## config.mk

```make
export PLATFORM = sky130hd
export DESIGN_NAME = retention_power_controller
export DESIGN_NICKNAME = d
export VERILOG_FILES = /design/src/rtl/retention_ctrl_pkg.sv /design/src/rtl/retention_power_controller.sv
export SDC_FILE = /design/constraint.sdc
export NUM_CORES = 1
export LEC_CHECK = 0
export ABC_CLOCK_PERIOD_IN_PS = 1900
export CORE_ASPECT_RATIO = 0.8
export CORE_MARGIN = 10
export CORE_UTILIZATION = 52
export CTS_CLUSTER_SIZE = 16
export DETAILED_ROUTE_END_ITERATION = 8
export PLACE_DENSITY = 0.83
export SKIP_LAST_GASP = 1
export SYNTH_ARGS = -nofsm -noshare
export SYNTH_HDL_FRONTEND = slang
export SYNTH_SLANG_ARGS = --single-unit
```

## constraint.sdc

```tcl
create_clock -name clk -period 1.9 [get_ports clk]
set_input_delay 0.285 -clock clk [delete_from_list [all_inputs] [get_ports clk]]
set_output_delay 0.285 -clock clk [all_outputs]
set_load 0.005 [all_outputs]
```

## src/rtl/retention_ctrl_pkg.sv

```systemverilog
// Shared types for the retention power controller: state encoding and per-state output decode.
// Latency: n/a (types, constants and a pure decode function only).
// Backpressure: n/a.
//
// Contents:
//   ret_state_t    4-bit FSM state, RUN=0 .. DEISO=9
//   *_STATES       one bit per state (bit index = state code), 1 where the output is asserted
//   ret_out_t      bundle of the decoded control outputs
//   ret_decode()   state -> ret_out_t, usable by benches to interpret the debug state port
package retention_ctrl_pkg;

  typedef enum logic [3:0] {
    RUN       = 4'd0,
    SAVE      = 4'd1,
    ISO       = 4'd2,
    PD_WAIT   = 4'd3,
    PD_SETTLE = 4'd4,
    OFF       = 4'd5,
    PU_WAIT   = 4'd6,
    PU_SETTLE = 4'd7,
    RESTORE   = 4'd8,
    DEISO     = 4'd9
  } ret_state_t;

  // Bit i set means the output is high while the FSM is in state i.
  localparam logic [9:0] CLK_EN_STATES    = 10'h303;  // RUN, SAVE, RESTORE, DEISO
  localparam logic [9:0] ISO_EN_STATES    = 10'h1FC;  // ISO .. RESTORE
  localparam logic [9:0] PWR_EN_STATES    = 10'h3C7;  // all but PD_WAIT, PD_SETTLE, OFF
  localparam logic [9:0] SAVE_STATES      = 10'h002;  // SAVE
  localparam logic [9:0] RESTORE_STATES   = 10'h100;  // RESTORE
  localparam logic [9:0] SLEEP_ACK_STATES = 10'h020;  // OFF

  typedef struct packed {
    logic clk_en;
    logic save;
    logic restore;
    logic iso_en;
    logic pwr_en;
    logic sleep_ack;
  } ret_out_t;

  function automatic ret_out_t ret_decode(input ret_state_t s);
    ret_out_t o;
    o.clk_en    = CLK_EN_STATES[s];
    o.save      = SAVE_STATES[s];
    o.restore   = RESTORE_STATES[s];
    o.iso_en    = ISO_EN_STATES[s];
    o.pwr_en    = PWR_EN_STATES[s];
    o.sleep_ack = SLEEP_ACK_STATES[s];
    return o;
  endfunction

endpackage

```

## src/rtl/retention_power_controller.sv

```systemverilog
// Power-gating sequencer for one retention domain: save, isolate, gate clock, switch off; reverse on wake.
// Latency: outputs are registered Moore decodes of the state; inputs act on the following edge.
// Backpressure: pwr_ack gates PD_WAIT/PU_WAIT; sleep_req only sampled in RUN and OFF, never aborts a sequence.
//
// Ports:
//   clk, rst          always-on clock, synchronous active-high reset
//   sleep_req         1 = request retention, 0 = request run (level)
//   pwr_ack           power switch status, 1 = domain powered
//   clk_en            domain clock enable
//   save, restore     one-cycle strobes to the retention registers
//   iso_en            isolation clamp enable
//   pwr_en            power switch enable, 1 = on
//   sleep_ack         high only in OFF
//   err               sticky switch-timeout flag
//   state             current FSM state (debug)
module retention_power_controller
  import retention_ctrl_pkg::*;
#(
  parameter int SETTLE_CYCLES = 4,
  parameter int ACK_TIMEOUT   = 64,
  parameter int CNT_W         = $clog2(ACK_TIMEOUT + SETTLE_CYCLES) + 1
) (
  input  logic       clk,
  input  logic       rst,
  input  logic       sleep_req,
  input  logic       pwr_ack,
  output logic       clk_en,
  output logic       save,
  output logic       restore,
  output logic       iso_en,
  output logic       pwr_en,
  output logic       sleep_ack,
  output logic       err,
  output logic [3:0] state
);

  localparam logic [CNT_W-1:0] ACK_LAST    = CNT_W'(ACK_TIMEOUT - 1);
  localparam logic [CNT_W-1:0] SETTLE_LAST = CNT_W'(SETTLE_CYCLES - 1);

  ret_state_t       state_q, state_d;
  logic [CNT_W-1:0] cnt_q, cnt_d;
  logic             err_q, err_d;
  logic             cnt_hold;
  ret_out_t         out_q;

  always_comb begin
    state_d  = state_q;
    err_d    = err_q;
    cnt_hold = 1'b0;
    case (state_q)
      RUN:       if (sleep_req) state_d = SAVE;
      SAVE:      state_d = ISO;
      ISO:       state_d = PD_WAIT;
      PD_WAIT: begin
        if (!pwr_ack) begin
          state_d = PD_SETTLE;
        end else if (cnt_q == ACK_LAST) begin
          // Switch never turned off: abandon the entry and bring the domain back up.
          state_d = PU_WAIT;
          err_d   = 1'b1;
        end
      end
      PD_SETTLE: if (cnt_q == SETTLE_LAST) state_d = OFF;
      OFF:       if (!sleep_req) state_d = PU_WAIT;
      PU_WAIT: begin
        if (pwr_ack) begin
          state_d = PU_SETTLE;
        end else if (cnt_q == ACK_LAST) begin
          // Nowhere safe to go without power: keep waiting, flag it, freeze the counter.
          err_d    = 1'b1;
          cnt_hold = 1'b1;
        end
      end
      PU_SETTLE: if (cnt_q == SETTLE_LAST) state_d = RESTORE;
      RESTORE:   state_d = DEISO;
      DEISO:     state_d = RUN;
      default:   state_d = RUN;
    endcase

    if (state_d != state_q) begin
      cnt_d = '0;
    end else if (cnt_hold) begin
      cnt_d = cnt_q;
    end else begin
      cnt_d = cnt_q + CNT_W'(1);
    end
  end

  // Outputs are registered from the next state so they always equal decode(state_q).
  always_ff @(posedge clk) begin
    if (rst) begin
      state_q <= RUN;
      cnt_q   <= '0;
      err_q   <= 1'b0;
      out_q   <= ret_decode(RUN);
    end else begin
      state_q <= state_d;
      cnt_q   <= cnt_d;
      err_q   <= err_d;
      out_q   <= ret_decode(state_d);
    end
  end

  assign clk_en    = out_q.clk_en;
  assign save      = out_q.save;
  assign restore   = out_q.restore;
  assign iso_en    = out_q.iso_en;
  assign pwr_en    = out_q.pwr_en;
  assign sleep_ack = out_q.sleep_ack;
  assign err       = err_q;
  assign state     = state_q;

endmodule

```

Yosys cells after proc, flatten, opt, wreduce, memory -nomap -nowiden
Memories as Yosys holds them, arrays and structs flattened. A register that Yosys moved wholly into a read port is not among the register bits. Cells that the tools add are included.

Input bits: 4. ROM bits: 96. Register bits: 13. Memories: 6. Output and inout port bits: 11.

Memories: (no name shown) (depth 16, width 1, read ports 1, clocked after memory_dff 1, wr ports 0, RTL line retention_ctrl_pkg.sv:49) `o.sleep_ack = SLEEP_ACK_STATES[s];`; (no name shown) (depth 16, width 1, read ports 1, clocked after memory_dff 1, wr ports 0, RTL line retention_ctrl_pkg.sv:48) `o.pwr_en = PWR_EN_STATES[s];`; (no name shown) (depth 16, width 1, read ports 1, clocked after memory_dff 1, wr ports 0, RTL line retention_ctrl_pkg.sv:47) `o.iso_en = ISO_EN_STATES[s];`; (no name shown) (depth 16, width 1, read ports 1, clocked after memory_dff 1, wr ports 0, RTL line retention_ctrl_pkg.sv:46) `o.restore = RESTORE_STATES[s];`; (no name shown) (depth 16, width 1, read ports 1, clocked after memory_dff 1, wr ports 0, RTL line retention_ctrl_pkg.sv:45) `o.save = SAVE_STATES[s];`; (no name shown) (depth 16, width 1, read ports 1, clocked after memory_dff 1, wr ports 0, RTL line retention_ctrl_pkg.sv:44) `o.clk_en = CLK_EN_STATES[s];`.

Reduce and logical (&&, ||, !) cells: 4. Multiplexer cells: 15. $add $sub $neg: 1. Equality and inequality tests: 13.

Operators with widths (number): 4-bit case mux with 9 select lines (1); 4-bit 2-to-1 mux (7); 4-bit by 3-bit equality test with 1-bit output, second input constant (4); 8-bit by 1-bit adder with 8-bit output, second input constant (1); 4-bit by 2-bit equality test with 1-bit output, second input constant (2); 8-bit by 2-bit equality test with 1-bit output, second input constant (1); 8-bit by 6-bit equality test with 1-bit output, second input constant (1); 1-bit 2-to-1 mux (6); 4-bit by 1-bit equality test with 1-bit output, second input constant (1); 4-bit equality test, second input constant (1); 4-bit zero test (1); 2-bit inequality test, second input constant (2); 4-bit inequality test (1); 3-bit AND reduction (1); 1-bit case mux with 2 select lines (1); 2-bit nonzero test (1); 2-bit OR reduction (1).

Longest topological paths before layout
Word-level depth: 6. Mapped depth: 6. Mapped depth without buffers: 6.

Worst setup path after synthesis
OpenSTA, ideal clock, no wires.

Path type: register -> register. From: reg cnt_q[0]. To: reg pwr_en (netlist name). Buffers on the path: 0. Setup time: 126 ps. Setup slack: 237 ps. Stages on the path, launching flop included: 7. Clock period less this slack: 1663 ps. Data arrival time: 1537 ps. Data required time: 1774 ps. Path through: dfxtp_1 ha_1 nor4b_4 nand4_1 a2bb2oi_2 a21boi_1 a31oi_1.

Cells in the longest elaborated chain, start to end: 4.

Ends and longest elaborated chain: start: declaration (RTL line retention_power_controller.sv:41) `logic [CNT_W-1:0] cnt_q, cnt_d;`; start signal: assignment (RTL line retention_power_controller.sv:98) `cnt_q <= cnt_d;`; 8-bit by 6-bit equality test with 1-bit output (RTL line retention_power_controller.sv:57) `end else if (cnt_q == ACK_LAST) begin`; 4-bit 2-to-1 mux (RTL line retention_power_controller.sv:57); 4-bit 2-to-1 mux (RTL line retention_power_controller.sv:55) `if (!pwr_ack) begin`; 4-bit case mux with 9 select lines * (RTL line retention_power_controller.sv:50) `case (state_q)`.

Every way passes the cells marked *; elsewhere a longest branch is shown, timed or not. A chain may end at the register's enable or synchronous reset.

Worst setup path in the final report
From: reg state_q[1] (netlist: state[1]). To: out state[1].

RTL lines: start: declaration (RTL line retention_power_controller.sv:40) `ret_state_t state_q, state_d;`; start signal: assignment (RTL line retention_power_controller.sv:97) `state_q <= state_d;`; end: declaration (RTL line retention_power_controller.sv:34) `output logic [3:0] state`.

No word-level cell between the ends.

==> qor.txt <==
outcome: completed
pwr/cell area: 642 mW/mm²
CP max FO: 12
Max Cap Violations: 0
Final HPWL DP: 1870 µm
Synthesized Nets: 126
FF+latch count, synth: 19
via count: 920
Post-synth EDFFs: 0
DRT Wirelength: 2440 µm
first-pass GRT wire length: 4170 µm
top-count cell post-synth: nor2_1
vias in the first global route: 836
area delta synth->final: 18.4%
Rows: 14
P_int: 0.577 mW
CP max-delay cell: clkdlybuf4s50_1
Fmax: 571 MHz
WP data arrival: 1.47 ns
total iterations of the first detailed-routing run: 5
Post-Place Setup Slack: -0.0223 ns
sequential area share after synthesis: 0.359
measured slew at the worst slew-check pin: 0.425 ns
CTS tree: built
Post-Syn Area: 0.00106 mm²
Synth area leaders: dfxtp_1, nor2_1, xor2_1, a21oi_1, a2bb2oi_2
final core utilization: 0.657
Yosys Warn Count: 0
root buffer cell: clkbuf_4
Cells after Synth: 121
final RePlAce weighted congestion: 0.817
switching power: 0.228 mW
final setup violation count: 0
Yosys top cell area share: 0.359
core area: 0.00191 mm²
filler cell count: 165
CTS Buffer Depth: 2
share of cells above drive strength 1: 0.176
fraction of registers with async set or reset after synthesis: 0
Crit Path Class: flop to output port
hold-fix buffers at CTS: 0
grt total ovfl: 0
largest net degree at the start of global routing: 15
crit-path cells: clkdlybuf4s50_1
internal reg-to-reg setup slack: 0.17 ns
clock latency on the worst-skew pair: 0.31 ns
fin crit share: 0.921
crit path launch: state[1]
post-route setup slack: 0.149 ns
worst path buffer plus inverter count: 1
CTS H-tree lvls: 1
worst hold stages: 2
clock share of power: 0.264
Slew headroom: 0.714
Die Y: 60.4 µm
LEAKAGE: 0.457 nW
Clock Sinks: 19
maximum VDD drop: 0.441 mV
initial antenna violation count: 0
sw frac: 0.283
Hold Path Origin: err
worst hold path type: flop to flop
Hold Path Sink: err
worst r2r dst: pwr_en
Vias per Instance: 5.75
max-slew violations: 0
Unique masters post-synth: 50
# IOs: 15
Clock Skew: 0.00130 ns
top post-synthesis cells by count: nor2_1, dfxtp_1, nand2_1
slowest stage delay, CP: 0.59 ns
Comb power frac: 0.188
clock-pin slew on the worst setup and hold paths: 0.11 ns
DR iter-0 viols: 131
Tmin final: 1.75 ns
Post-Syn Area per Cell: 8.75 µm²
WHS: 0.491 ns
Setup crit start kind: flop
Die W: 70.4 µm
cells on worst reg2reg path: 6
setup TNS: 0 ns
cell taking the most area after synthesis: dfxtp_1
n_diodes: 0
all-layer global routing usage: 0.124
Initial Util: 0.554
Die ar.: 0.00425 mm²
Cell Area, Placed: 0.00121 mm²
port buffer count: 14
CP delay by family, top: buffers and inverters
Routed wire per std cell: 15.3 µm
r2r startpoint: cnt_q[0]
finished layout cell area: 0.00125 mm²
worst path required time: 1.62 ns
Final #Nets: 142
Seq pwr share: 0.548
ANT nets after route: 0
Post-CTS Setup Repair Bufs: 0
Post-synth top flop: dfxtp_1
Worst setup EP type: output port
RSZ-0062 raised after global routing: no
CTS buffer count: 3
final hold vios: 0
drc violations: 0
flip-flops by register name (all words and copies together), names as in the netlist:
name / cells
iso_en: 1
err: 1
restore: 1
pwr_en: 1
cnt_q: 8
state: 4
clk_en: 1
save: 1
sleep_ack: 1
power by group through the flow:
stage | registers, mW | logic [mW] | clock network [mW]
after floorplan | 0.436 | 0.101 | 0
after global placement | 0.447 | 0.144 | 0
after detailed placement | 0.448 | 0.147 | 0
after CTS | 0.439 | 0.148 | 0.220
after global routing | 0.444 | 0.165 | 0.232
final | 0.441 | 0.151 | 0.213
metal layers:
metal / GRT usage / vias to the layer above / part of all wire
met2: 0.168 / 27 / 0.41
met5: 0 / - / 0
li1: - / 470 / -
met3: 0.0522 / 6 / 0.081
met1: 0.164 / 417 / 0.49
met4: 0.0590 / 0 / 0.022
metrics by stage:
stage | cells | power [mW]
3_5_place_dp | 156 | 0.595
2_1_floorplan | 121 | 0.537
4_1_cts | 160 | 0.807
6_report | 160 | 0.804
3_3_place_gp | 156 | 0.591
5_1_grt | 160 | 0.842
area by class of cell:
class | count | area, µm² | share of cell area
clock buffers | 3 | 22.5 | 0.0180
repair buffers | 17 | 163 | 0.130
multi-input cells | 93 | 637 | 0.508
clock inverters | 1 | 7.51 | 0.00599
well taps | 24 | 30.0 | 0.0240
flip-flops and latches | 19 | 383 | 0.305
inverters | 3 | 11.3 | 0.00898
cell families after synthesis:
family / count (synthesis) / share of synthesized area
AND/OR/NAND/NOR: 58 / 0.322
AO/OA/AOI/OAI: 28 / 0.205
flip-flops: 19 / 0.359
buffers and inverters: 9 / 0.0461
XOR/XNOR: 4 / 0.0331
multiplexers: 2 / 0.0236
adder cells (fa/ha/maj): 1 / 0.0118
cells in the final DEF (no fill, tap or decap), types with 4 or more instances in the layout:
cell              n
nor2_1           20
a21oi_1           6
clkdlybuf4s50_1  14
xor2_1            4
nand2_1           7
dfxtp_1          17
nand3_1           5
worst max path at each step:
stage	to	slack, ns	depth (start not counted)
2_1_floorplan	pwr_en	0.24	6
6_report	state[1]	0.15	1
3_3_place_gp	cnt_q[3]	0.03	6
4_1_cts	state[0]	0.07	1
3_5_place_dp	cnt_q[5]	-0.02	6
5_1_grt	pwr_en	0.04	6
what timing repair did:
item | in CTS | in global routing
endpoints found under the setup margin | 0 | 8
gates resized for setup | 0 | 3
endpoints found under the hold margin | 0 | 0
(Power assumes the default switching activity.)
